==> src/rtl/iob_dma_arb_if.sv <==
// rtl/iob_dma_arb_if.sv - native valid/ready memory bus shared by the DMA arbiter ports
interface iob_dma_arb_if #(
  parameter int ADDR_W = 24,
  parameter int DATA_W = 32
);
  logic                  valid;
  logic [ADDR_W-1:0]     addr;
  logic [DATA_W-1:0]     wdata;
  logic [DATA_W/8-1:0]   wstrb;
  logic                  lock;
  logic                  ready;
  logic [DATA_W-1:0]     rdata;

  modport master (output valid, addr, wdata, wstrb, lock, input ready, rdata);
  modport slave  (input valid, addr, wdata, wstrb, lock, output ready, rdata);
endinterface

==> src/rtl/iob_dma_arb.sv <==
// rtl/iob_dma_arb.sv - two-master arbiter with lock; IOB_DMA_ARB_RR_EN selects round-robin ties
module iob_dma_arb #(
  parameter int ADDR_W = 24,
  parameter int DATA_W = 32
) (
  input  logic                 clk,
  input  logic                 rst_n,
  iob_dma_arb_if.slave         m0,
  iob_dma_arb_if.slave         m1,
  iob_dma_arb_if.master        s,
  output logic [1:0]           gnt
);

  typedef enum logic {IDLE, GRANT} state_t;

  state_t state_q, state_d;
  logic   sel_q, sel_d;    // 0 = m0, 1 = m1
  logic   last_q, last_d;  // master of the last completed non-locked transfer
  logic   tie_sel;

  logic                g_valid;
  logic                g_lock;
  logic [ADDR_W-1:0]   g_addr;
  logic [DATA_W-1:0]   g_wdata;
  logic [DATA_W/8-1:0] g_wstrb;

`ifdef IOB_DMA_ARB_RR_EN
  assign tie_sel = ~last_q;
`else
  assign tie_sel = 1'b0;
`endif

  always_comb begin
    g_valid = sel_q ? m1.valid : m0.valid;
    g_lock  = sel_q ? m1.lock  : m0.lock;
    g_addr  = sel_q ? m1.addr  : m0.addr;
    g_wdata = sel_q ? m1.wdata : m0.wdata;
    g_wstrb = sel_q ? m1.wstrb : m0.wstrb;
  end

  always_comb begin
    state_d  = state_q;
    sel_d    = sel_q;
    last_d   = last_q;
    gnt      = 2'b00;
    s.valid  = 1'b0;
    s.addr   = '0;
    s.wdata  = '0;
    s.wstrb  = '0;
    s.lock   = 1'b0;
    m0.ready = 1'b0;
    m1.ready = 1'b0;
    m0.rdata = s.rdata;
    m1.rdata = s.rdata;

    case (state_q)
      IDLE: begin
        if (m0.valid || m1.valid) begin
          state_d = GRANT;
          sel_d   = (m0.valid && m1.valid) ? tie_sel : m1.valid;
        end
      end
      GRANT: begin
        gnt      = sel_q ? 2'b10 : 2'b01;
        s.valid  = g_valid;
        s.addr   = g_addr;
        s.wdata  = g_wdata;
        s.wstrb  = g_wstrb;
        s.lock   = g_lock;
        m0.ready = ~sel_q & s.ready;
        m1.ready =  sel_q & s.ready;
        if (g_valid && s.ready) begin
          if (!g_lock) begin
            state_d = IDLE;
            last_d  = sel_q;
          end
        end else if (!g_valid && !g_lock) begin
          // abandoned request: release without crediting the master
          state_d = IDLE;
        end
      end
      default: state_d = IDLE;
    endcase
  end

  always_ff @(posedge clk or negedge rst_n) begin
    if (!rst_n) begin
      state_q <= IDLE;
      sel_q   <= 1'b0;
      last_q  <= 1'b1;
    end else begin
      state_q <= state_d;
      sel_q   <= sel_d;
      last_q  <= last_d;
    end
  end

endmodule

==> src/flat_wrapper.sv <==
// flat-port wrapper written by rule: the top's interface ports become plain ports
module iob_dma_arb_flat 
#(
  parameter int ADDR_W = 24,
  parameter int DATA_W = 32
)
  (clk, rst_n, gnt, m0_valid, m0_addr, m0_wdata, m0_wstrb, m0_lock, m0_ready, m0_rdata, m1_valid, m1_addr, m1_wdata, m1_wstrb, m1_lock, m1_ready, m1_rdata, s_valid, s_addr, s_wdata, s_wstrb, s_lock, s_ready, s_rdata);
  iob_dma_arb_if #(.ADDR_W(ADDR_W), .DATA_W(DATA_W)) m0_i ();
  iob_dma_arb_if #(.ADDR_W(ADDR_W), .DATA_W(DATA_W)) m1_i ();
  iob_dma_arb_if #(.ADDR_W(ADDR_W), .DATA_W(DATA_W)) s_i ();
  input  logic clk;
  input  logic rst_n;
  output logic [1:0] gnt;
  input wire logic [$bits(m0_i.valid)-1:0] m0_valid;
  input wire logic [$bits(m0_i.addr)-1:0] m0_addr;
  input wire logic [$bits(m0_i.wdata)-1:0] m0_wdata;
  input wire logic [$bits(m0_i.wstrb)-1:0] m0_wstrb;
  input wire logic [$bits(m0_i.lock)-1:0] m0_lock;
  output wire logic [$bits(m0_i.ready)-1:0] m0_ready;
  output wire logic [$bits(m0_i.rdata)-1:0] m0_rdata;
  input wire logic [$bits(m1_i.valid)-1:0] m1_valid;
  input wire logic [$bits(m1_i.addr)-1:0] m1_addr;
  input wire logic [$bits(m1_i.wdata)-1:0] m1_wdata;
  input wire logic [$bits(m1_i.wstrb)-1:0] m1_wstrb;
  input wire logic [$bits(m1_i.lock)-1:0] m1_lock;
  output wire logic [$bits(m1_i.ready)-1:0] m1_ready;
  output wire logic [$bits(m1_i.rdata)-1:0] m1_rdata;
  output wire logic [$bits(s_i.valid)-1:0] s_valid;
  output wire logic [$bits(s_i.addr)-1:0] s_addr;
  output wire logic [$bits(s_i.wdata)-1:0] s_wdata;
  output wire logic [$bits(s_i.wstrb)-1:0] s_wstrb;
  output wire logic [$bits(s_i.lock)-1:0] s_lock;
  input wire logic [$bits(s_i.ready)-1:0] s_ready;
  input wire logic [$bits(s_i.rdata)-1:0] s_rdata;
  assign m0_i.valid = m0_valid;
  assign m0_i.addr = m0_addr;
  assign m0_i.wdata = m0_wdata;
  assign m0_i.wstrb = m0_wstrb;
  assign m0_i.lock = m0_lock;
  assign m0_ready = m0_i.ready;
  assign m0_rdata = m0_i.rdata;
  assign m1_i.valid = m1_valid;
  assign m1_i.addr = m1_addr;
  assign m1_i.wdata = m1_wdata;
  assign m1_i.wstrb = m1_wstrb;
  assign m1_i.lock = m1_lock;
  assign m1_ready = m1_i.ready;
  assign m1_rdata = m1_i.rdata;
  assign s_valid = s_i.valid;
  assign s_addr = s_i.addr;
  assign s_wdata = s_i.wdata;
  assign s_wstrb = s_i.wstrb;
  assign s_lock = s_i.lock;
  assign s_i.ready = s_ready;
  assign s_i.rdata = s_rdata;
  iob_dma_arb #(.ADDR_W(ADDR_W), .DATA_W(DATA_W)) u_core (.clk(clk), .rst_n(rst_n), .m0(m0_i), .m1(m1_i), .s(s_i), .gnt(gnt));
endmodule
==> config.mk <==
export PLATFORM = sky130hd
export DESIGN_NAME = iob_dma_arb_flat
export DESIGN_NICKNAME = d
export VERILOG_FILES = /design/src/rtl/iob_dma_arb_if.sv /design/src/rtl/iob_dma_arb.sv /design/src/flat_wrapper.sv
export SDC_FILE = /design/constraint.sdc
export NUM_CORES = 1
export LEC_CHECK = 0
export ABC_AREA = 1
export BUFFER_PORTS_ARGS = -buffer_cell sky130_fd_sc_hd__buf_2
export CORE_AREA = 2 2 113 115
export CTS_CLUSTER_DIAMETER = 80
export DETAILED_ROUTE_END_ITERATION = 16
export DIE_AREA = 0 0 115 117
export PLACE_DENSITY = 0.54
export REMOVE_ABC_BUFFERS = 1
export SYNTH_ARGS = -nofsm -noshare
export SYNTH_HDL_FRONTEND = slang
export SYNTH_SLANG_ARGS = --single-unit
export TNS_END_PERCENT = 5
==> constraint.sdc <==
create_clock -name clk -period 1.5 [get_ports clk]
set_input_delay 0.15 -clock clk [delete_from_list [all_inputs] [get_ports clk]]
set_output_delay 0.15 -clock clk [all_outputs]
set_load 0.1 [all_outputs]
==> results_dict.tcl, run 1 <==
set metrics [dict create \
    synth_cell_type_count 13 \
    first_pass_iters 6 \
    netlist.top_cell.by_area "sky130_fd_sc_hd__nand2_1" \
    final_common_cell "sky130_fd_sc_hd__buf_2" \
    synth_top_family_by_area "simple AND/OR/NAND/NOR gates" \
    slew_headroom 0.846 \
    drt_iter0_drcs 51 \
    worst_path_largest_cell_delay_ps 490 \
    num_rows 41 \
    synth_warnings 0 \
    failed_checks "setup timing" \
    worst_clock_skew_ps 4.20 \
    fin_crit_ps 1570 \
    synth.area.top_cells "sky130_fd_sc_hd__nand2_1, sky130_fd_sc_hd__buf_4, sky130_fd_sc_hd__buf_6, sky130_fd_sc_hd__nand2_2, sky130_fd_sc_hd__dfrtp_1" \
    netlist.area_leader.share 0.455 \
    cts_htree_levels 1 \
    detail_route.drc_violations 0 \
    cts_root_buf "sky130_fd_sc_hd__clkbuf_16" \
    post_synth_inst_count 281 \
    final_critical_path_share_of_the_clock_period 1.05 \
    hold_viol_final 0 \
    synth_adder_area_share 0 \
    grt_start_max_net_pins 22 \
    core_mm2 0.0123 \
    final_replace_weighted_congestion 0.736 \
    detail_route.wl_per_cell_um 17.5 \
    max_freq_mhz 638 \
    worstPathArrival_ps 1420 \
    synth.mux.area_fraction 0 \
    vias 2306 \
    ys_seq_area_frac 0.0339 \
    synth-seq-cells 2 \
    critPathRequiredTime_ps 1350 \
    multiInputGateArea_mm2 0.00118 \
    critPathMaxFanout 8 \
    area_growth_pct 173 \
    grt_remaining_overflow 0 \
    io_buffers 192 \
    clkSlewWorstSetupHoldPaths_ps 30 \
    setup.worst_path.start_class "flip-flop" \
    fin_ws_ps -68.3 \
    timing.critical_path.slowest_stage_cell "sky130_fd_sc_hd__dfrtp_2" \
    route.final.wire_length_mm 10.2 \
    hold_path.class "in -> async" \
    worst-r2r-setup-slack_ps 400 \
    synth_compound_area_frac 0.00847 \
    critical_path.top_delay_family "flip-flops" \
    critical_path.n_buffers_inverters 3 \
    tritoncts_clock_tree "yes" \
    worst-setup-path-type "reg -> out" \
    via_count_of_the_first_global_routing_pass 1946 \
    cts_inserted_buffers 3 \
    tightest_slew_ps 232 \
    die_width_um 115 \
    postSynthAreaPerCell_um2 5.26 \
    max-clock-path-buffers 2 \
    clkLatencyLatePin_ps 220 \
    critPathMostFrequentCell "sky130_fd_sc_hd__nand2_2" \
    yosys.area_share.simple 0.519 \
    max_cap_violations 0 \
    antenna_left 0 \
    layout.core_utilization 0.328 \
    worstSetupEndpointType "output port" \
    crit_path_cell_trace "nand2_8 > inv_16 > clkbuf_16 > nand2_2 > nand2_2 > buf_12" \
    dpl.hpwl_mm 7.27 \
    grt_pass1_wl_mm 11.6 \
    floorplan.die.height_um 117 \
    synth_area_mm2 0.00148 \
    ios 289 \
    placedCellCount 554 \
    area_share_of_xor_xnor_cells_in_the_synthesized_design 0 \
    number_of_pins_exceeding_their_max_slew_limit_in_the_final_report 0 \
    grt_use_total 0.117 \
    layout-drive-gt1-share 0.782 \
    seqCellArea_um2 51.3 \
    status "finished with violations" \
    rsz_0062_raised_after_global_routing "yes" \
    finalSetupViolations 62 \
    post_drt_via_cell_ratio 3.96 \
    cts.sinks 2 \
    fillers 1292 \
    design.die.area_mm2 0.0135 \
    initial_core_util 0.120 \
    nets 593 \
    instances_no_fill 582 \
    mostFrequentLayoutCells "sky130_fd_sc_hd__buf_2, sky130_fd_sc_hd__nand2_1, sky130_fd_sc_hd__nand2_2" \
    antennaDiodeCount 0 \
    initial_antenna_violation_count 0 \
]
==> worst reg2reg max path: stages, from the launching register on <==
cell                       delay (ps)
sky130_fd_sc_hd__dfrtp_2          480
sky130_fd_sc_hd__buf_4            170
sky130_fd_sc_hd__inv_1             90
sky130_fd_sc_hd__nand2_1           80
sky130_fd_sc_hd__a21boi_0         190
==> cells in the mapped netlist (all sizes together) <==
| master | n |
|---|---|
| nand2 | 190 |
| buf | 76 |
| inv | 5 |
| nand3 | 3 |
| nor2 | 3 |
| dfrtp | 2 |
| a21boi | 1 |
| a21oi | 1 |
==> routing by layer <==
metal | global-route usage | wire length [um] | vias to the layer above
met5 | 0.0963 | 134 | -
met4 | 0.0185 | 40 | 4
met3 | 0.116 | 1950 | 6
met2 | 0.163 | 4610 | 210
met1 | 0.121 | 3430 | 1008
li1 | - | - | 1078
==> area by class of cell <==
type                       instances  area share
clock buffer                       3      0.0186
inverter                           5      0.0118
multi-input combinational        198       0.292
sequential                         2      0.0127
tap                              150      0.0465
timing repair buffer             222       0.611
timing repair inverter             2     0.00682
==> per-stage QoR <==
stage	TNS [ps]	hold WS, ps	cell area, um2	setup WS [ps]
2_1_floorplan	-28810	-146	853	-657
3_3_place_gp	0	-60.5	3120	140
3_5_place_dp	0	-59.2	3120	106
4_1_cts	-3960	230	3380	-93.5
5_1_grt	-6420	255	4040	-120
6_report	-3110	245	4040	-68.3
==> what timing repair did <==
item,CTS,global route
resized for setup,56,87
hold buffers,1,0
pin swaps,2,32
endpoints found under the hold margin,2,0
setup endpoints to repair,60,60
cloned,1,15
setup buffers,1,7
==> path summary, 6_finish.rpt <==
kind | cells after the start | end | start
worst min register to register | 3 | u_core.sel_q$_DFFE_PN0P_ | u_core.sel_q$_DFFE_PN0P_
worst max-delay path | 6 | s_addr[14] | u_core.state_q$_DFF_PN0_
worst min-delay path | 2 | u_core.sel_q$_DFFE_PN0P_ | rst_n
min in group clk | 3 | u_core.sel_q$_DFFE_PN0P_ | m0_valid
worst max register to register | 4 | u_core.sel_q$_DFFE_PN0P_ | u_core.state_q$_DFF_PN0_
max in group asynchronous | 2 | u_core.state_q$_DFF_PN0_ | rst_n
==> state kept, by name, summed over array words and instances (netlist names) <==
signal          cells
u_core.state_q      1
u_core.sel_q        1
==> logic make-up after synthesis <==
| kind of cell | count (synthesis) |
|---|---|
| flip-flops | 2 |
| AND/OR/NAND/NOR | 196 |
| AO/OA/AOI/OAI | 2 |
| buffers and inverters | 81 |
Power of run 1 is not shown: default switching activity piles up to over one toggle a cycle in this logic, so the estimate is an artifact.
==> run 2, diff against run 1 <==
--- a/config.mk
+++ b/config.mk
@@ -6,12 +6,12 @@
 export NUM_CORES = 1
 export LEC_CHECK = 0
 export ABC_AREA = 1
-export BUFFER_PORTS_ARGS = -buffer_cell sky130_fd_sc_hd__buf_2
-export CORE_AREA = 2 2 113 115
+export CORE_AREA = 2 2 112 114
 export CTS_CLUSTER_DIAMETER = 80
 export DETAILED_ROUTE_END_ITERATION = 16
-export DIE_AREA = 0 0 115 117
-export PLACE_DENSITY = 0.54
+export DIE_AREA = 0 0 114 116
+export DONT_BUFFER_PORTS = 1
+export PLACE_DENSITY = 0.34
 export REMOVE_ABC_BUFFERS = 1
 export SYNTH_ARGS = -nofsm -noshare
 export SYNTH_HDL_FRONTEND = slang
==> run 2 against run 1 <==
Compared with the run above: the flow still finishes with violations (setup timing); global-route usage decreased by 1.8 points; fmax decreased by 0.56%; flip-flop and latch count unchanged; worst setup slack got worse by 8.9 ps; critical endpoint is now s_wdata[0]; largest cell class unchanged.
==> results_dict.tcl, run 2 (synthesis results as in run 1) <==
set metrics [dict create \
    status "finished with violations" \
    failed_checks "setup timing" \
    route.final.wire_length_mm 8.90 \
    detail_route.wl_per_cell_um 20.5 \
    clkLatencyLatePin_ps 220 \
    grt_use_total 0.0994 \
    dpl.hpwl_mm 6.58 \
    max-clock-path-buffers 2 \
    hold_ws_ps 120 \
    final_replace_weighted_congestion 0.700 \
    initial_core_util 0.124 \
    hold_path.class "in -> reg" \
    final_common_cell "sky130_fd_sc_hd__nand2_1" \
    mostFrequentLayoutCells "sky130_fd_sc_hd__nand2_1, sky130_fd_sc_hd__nand2_2, sky130_fd_sc_hd__buf_12" \
    cts.sinks 2 \
    cts_htree_levels 1 \
    cts_inserted_buffers 3 \
    num_rows 40 \
    die_width_um 114 \
    first_pass_iters 4 \
    worstSetupEndpointType "output port" \
    max_freq_mhz 634 \
    vias 1822 \
    initial_antenna_violation_count 0 \
    worst-setup-path-type "reg -> out" \
    fin_crit_ps 1580 \
    hold_viol_final 0 \
    tritoncts_clock_tree "yes" \
    final_critical_path_share_of_the_clock_period 1.05 \
    number_of_pins_exceeding_their_max_slew_limit_in_the_final_report 0 \
    tns_ps -3150 \
    area_growth_pct 94.3 \
    drt_iter0_drcs 80 \
    ios 289 \
    floorplan.die.height_um 116 \
    cts_root_buf "sky130_fd_sc_hd__clkbuf_16" \
    max_cap_violations 0 \
    fin_ws_ps -77.2 \
    antennaDiodeCount 0 \
    grt_pass1_wl_mm 9.54 \
    slew_headroom 0.817 \
    fillers 1264 \
    worstPathArrival_ps 1430 \
    nets 449 \
    rsz_0062_raised_after_global_routing "yes" \
    grt_remaining_overflow 0 \
    grt_start_max_net_pins 35 \
    finalSetupViolations 61 \
    via_count_of_the_first_global_routing_pass 1535 \
    design.die.area_mm2 0.0132 \
    critPathMaxFanout 13 \
    critPathRequiredTime_ps 1350 \
    layout-drive-gt1-share 0.576 \
    setup.worst_path.start_class "flip-flop" \
    top_regs "u_core.sel_q x1, u_core.state_q x1" \
    dp_worst_setup_slack_ps 45.3 \
    worst-r2r-setup-slack_ps 430 \
    clkSlewWorstSetupHoldPaths_ps 30 \
    detail_route.drc_violations 0 \
    post_drt_via_cell_ratio 4.19 \
    tightest_slew_ps 277 \
    antenna_left 0 \
    core_mm2 0.0119 \
    io_buffers 0 \
    worst_clock_skew_ps 1.37 \
]
[run 2: timing repair]
item | 4_1_cts | 5_1_grt
endpoints found under the setup margin | 62 | 62
resized for setup | 60 | 17
gates cloned | 0 | 8
hold buffers | 1 | 0
hold endpoints to repair | 2 | 0
setup buffers | 0 | 1
pin swaps | 0 | 4
[run 2: worst paths after layout]
check,cells past startpoint,to,startpoint
worst max-delay path,7,s_wdata[0],u_core.sel_q$_DFFE_PN0P_
worst min-delay path,2,u_core.sel_q$_DFFE_PN0P_,m1_valid
worst max register to register,5,u_core.state_q$_DFF_PN0_,u_core.state_q$_DFF_PN0_
worst min register to register,2,u_core.sel_q$_DFFE_PN0P_,u_core.sel_q$_DFFE_PN0P_
max in group asynchronous,1,u_core.state_q$_DFF_PN0_,rst_n
min in group asynchronous,1,u_core.sel_q$_DFFE_PN0P_,rst_n
[run 2: cell type report]
cell class                 instances  area [um2]  share of cell area
clock buffer                       3        75.1              0.0261
inverter                           5        41.3              0.0144
tap                              147         184              0.0641
timing repair buffer              80        1560               0.542
multi-input combinational        198         961               0.335
sequential                         2        52.6              0.0183
[run 2: metal layers]
metal  track usage  vias up  part of all wire
li1              -      784                 -
met1         0.115      832              0.38
met2         0.133      198              0.43
met3        0.0952        6              0.18
met4       0.00976        2            0.0024
met5        0.0407        -            0.0070
[run 2: through the flow]
step	instance area, um2	instances	utilization
finish	2870	435	0.241
global route	2870	435	0.241
CTS	2640	426	0.222
detailed placement	2410	422	0.202
global placement	2410	422	0.202
floorplan	853	205	-
[run 2: critical path, stage by stage, from the launching register on]
cell	delay, ps
sky130_fd_sc_hd__dfrtp_2	440
sky130_fd_sc_hd__inv_4	90
sky130_fd_sc_hd__nand2_4	70
sky130_fd_sc_hd__clkinv_8	100
sky130_fd_sc_hd__clkbuf_16	170
sky130_fd_sc_hd__nand2_1	70
sky130_fd_sc_hd__nand2_2	80
sky130_fd_sc_hd__buf_12	170
Power of run 2 is left out for the same reason.
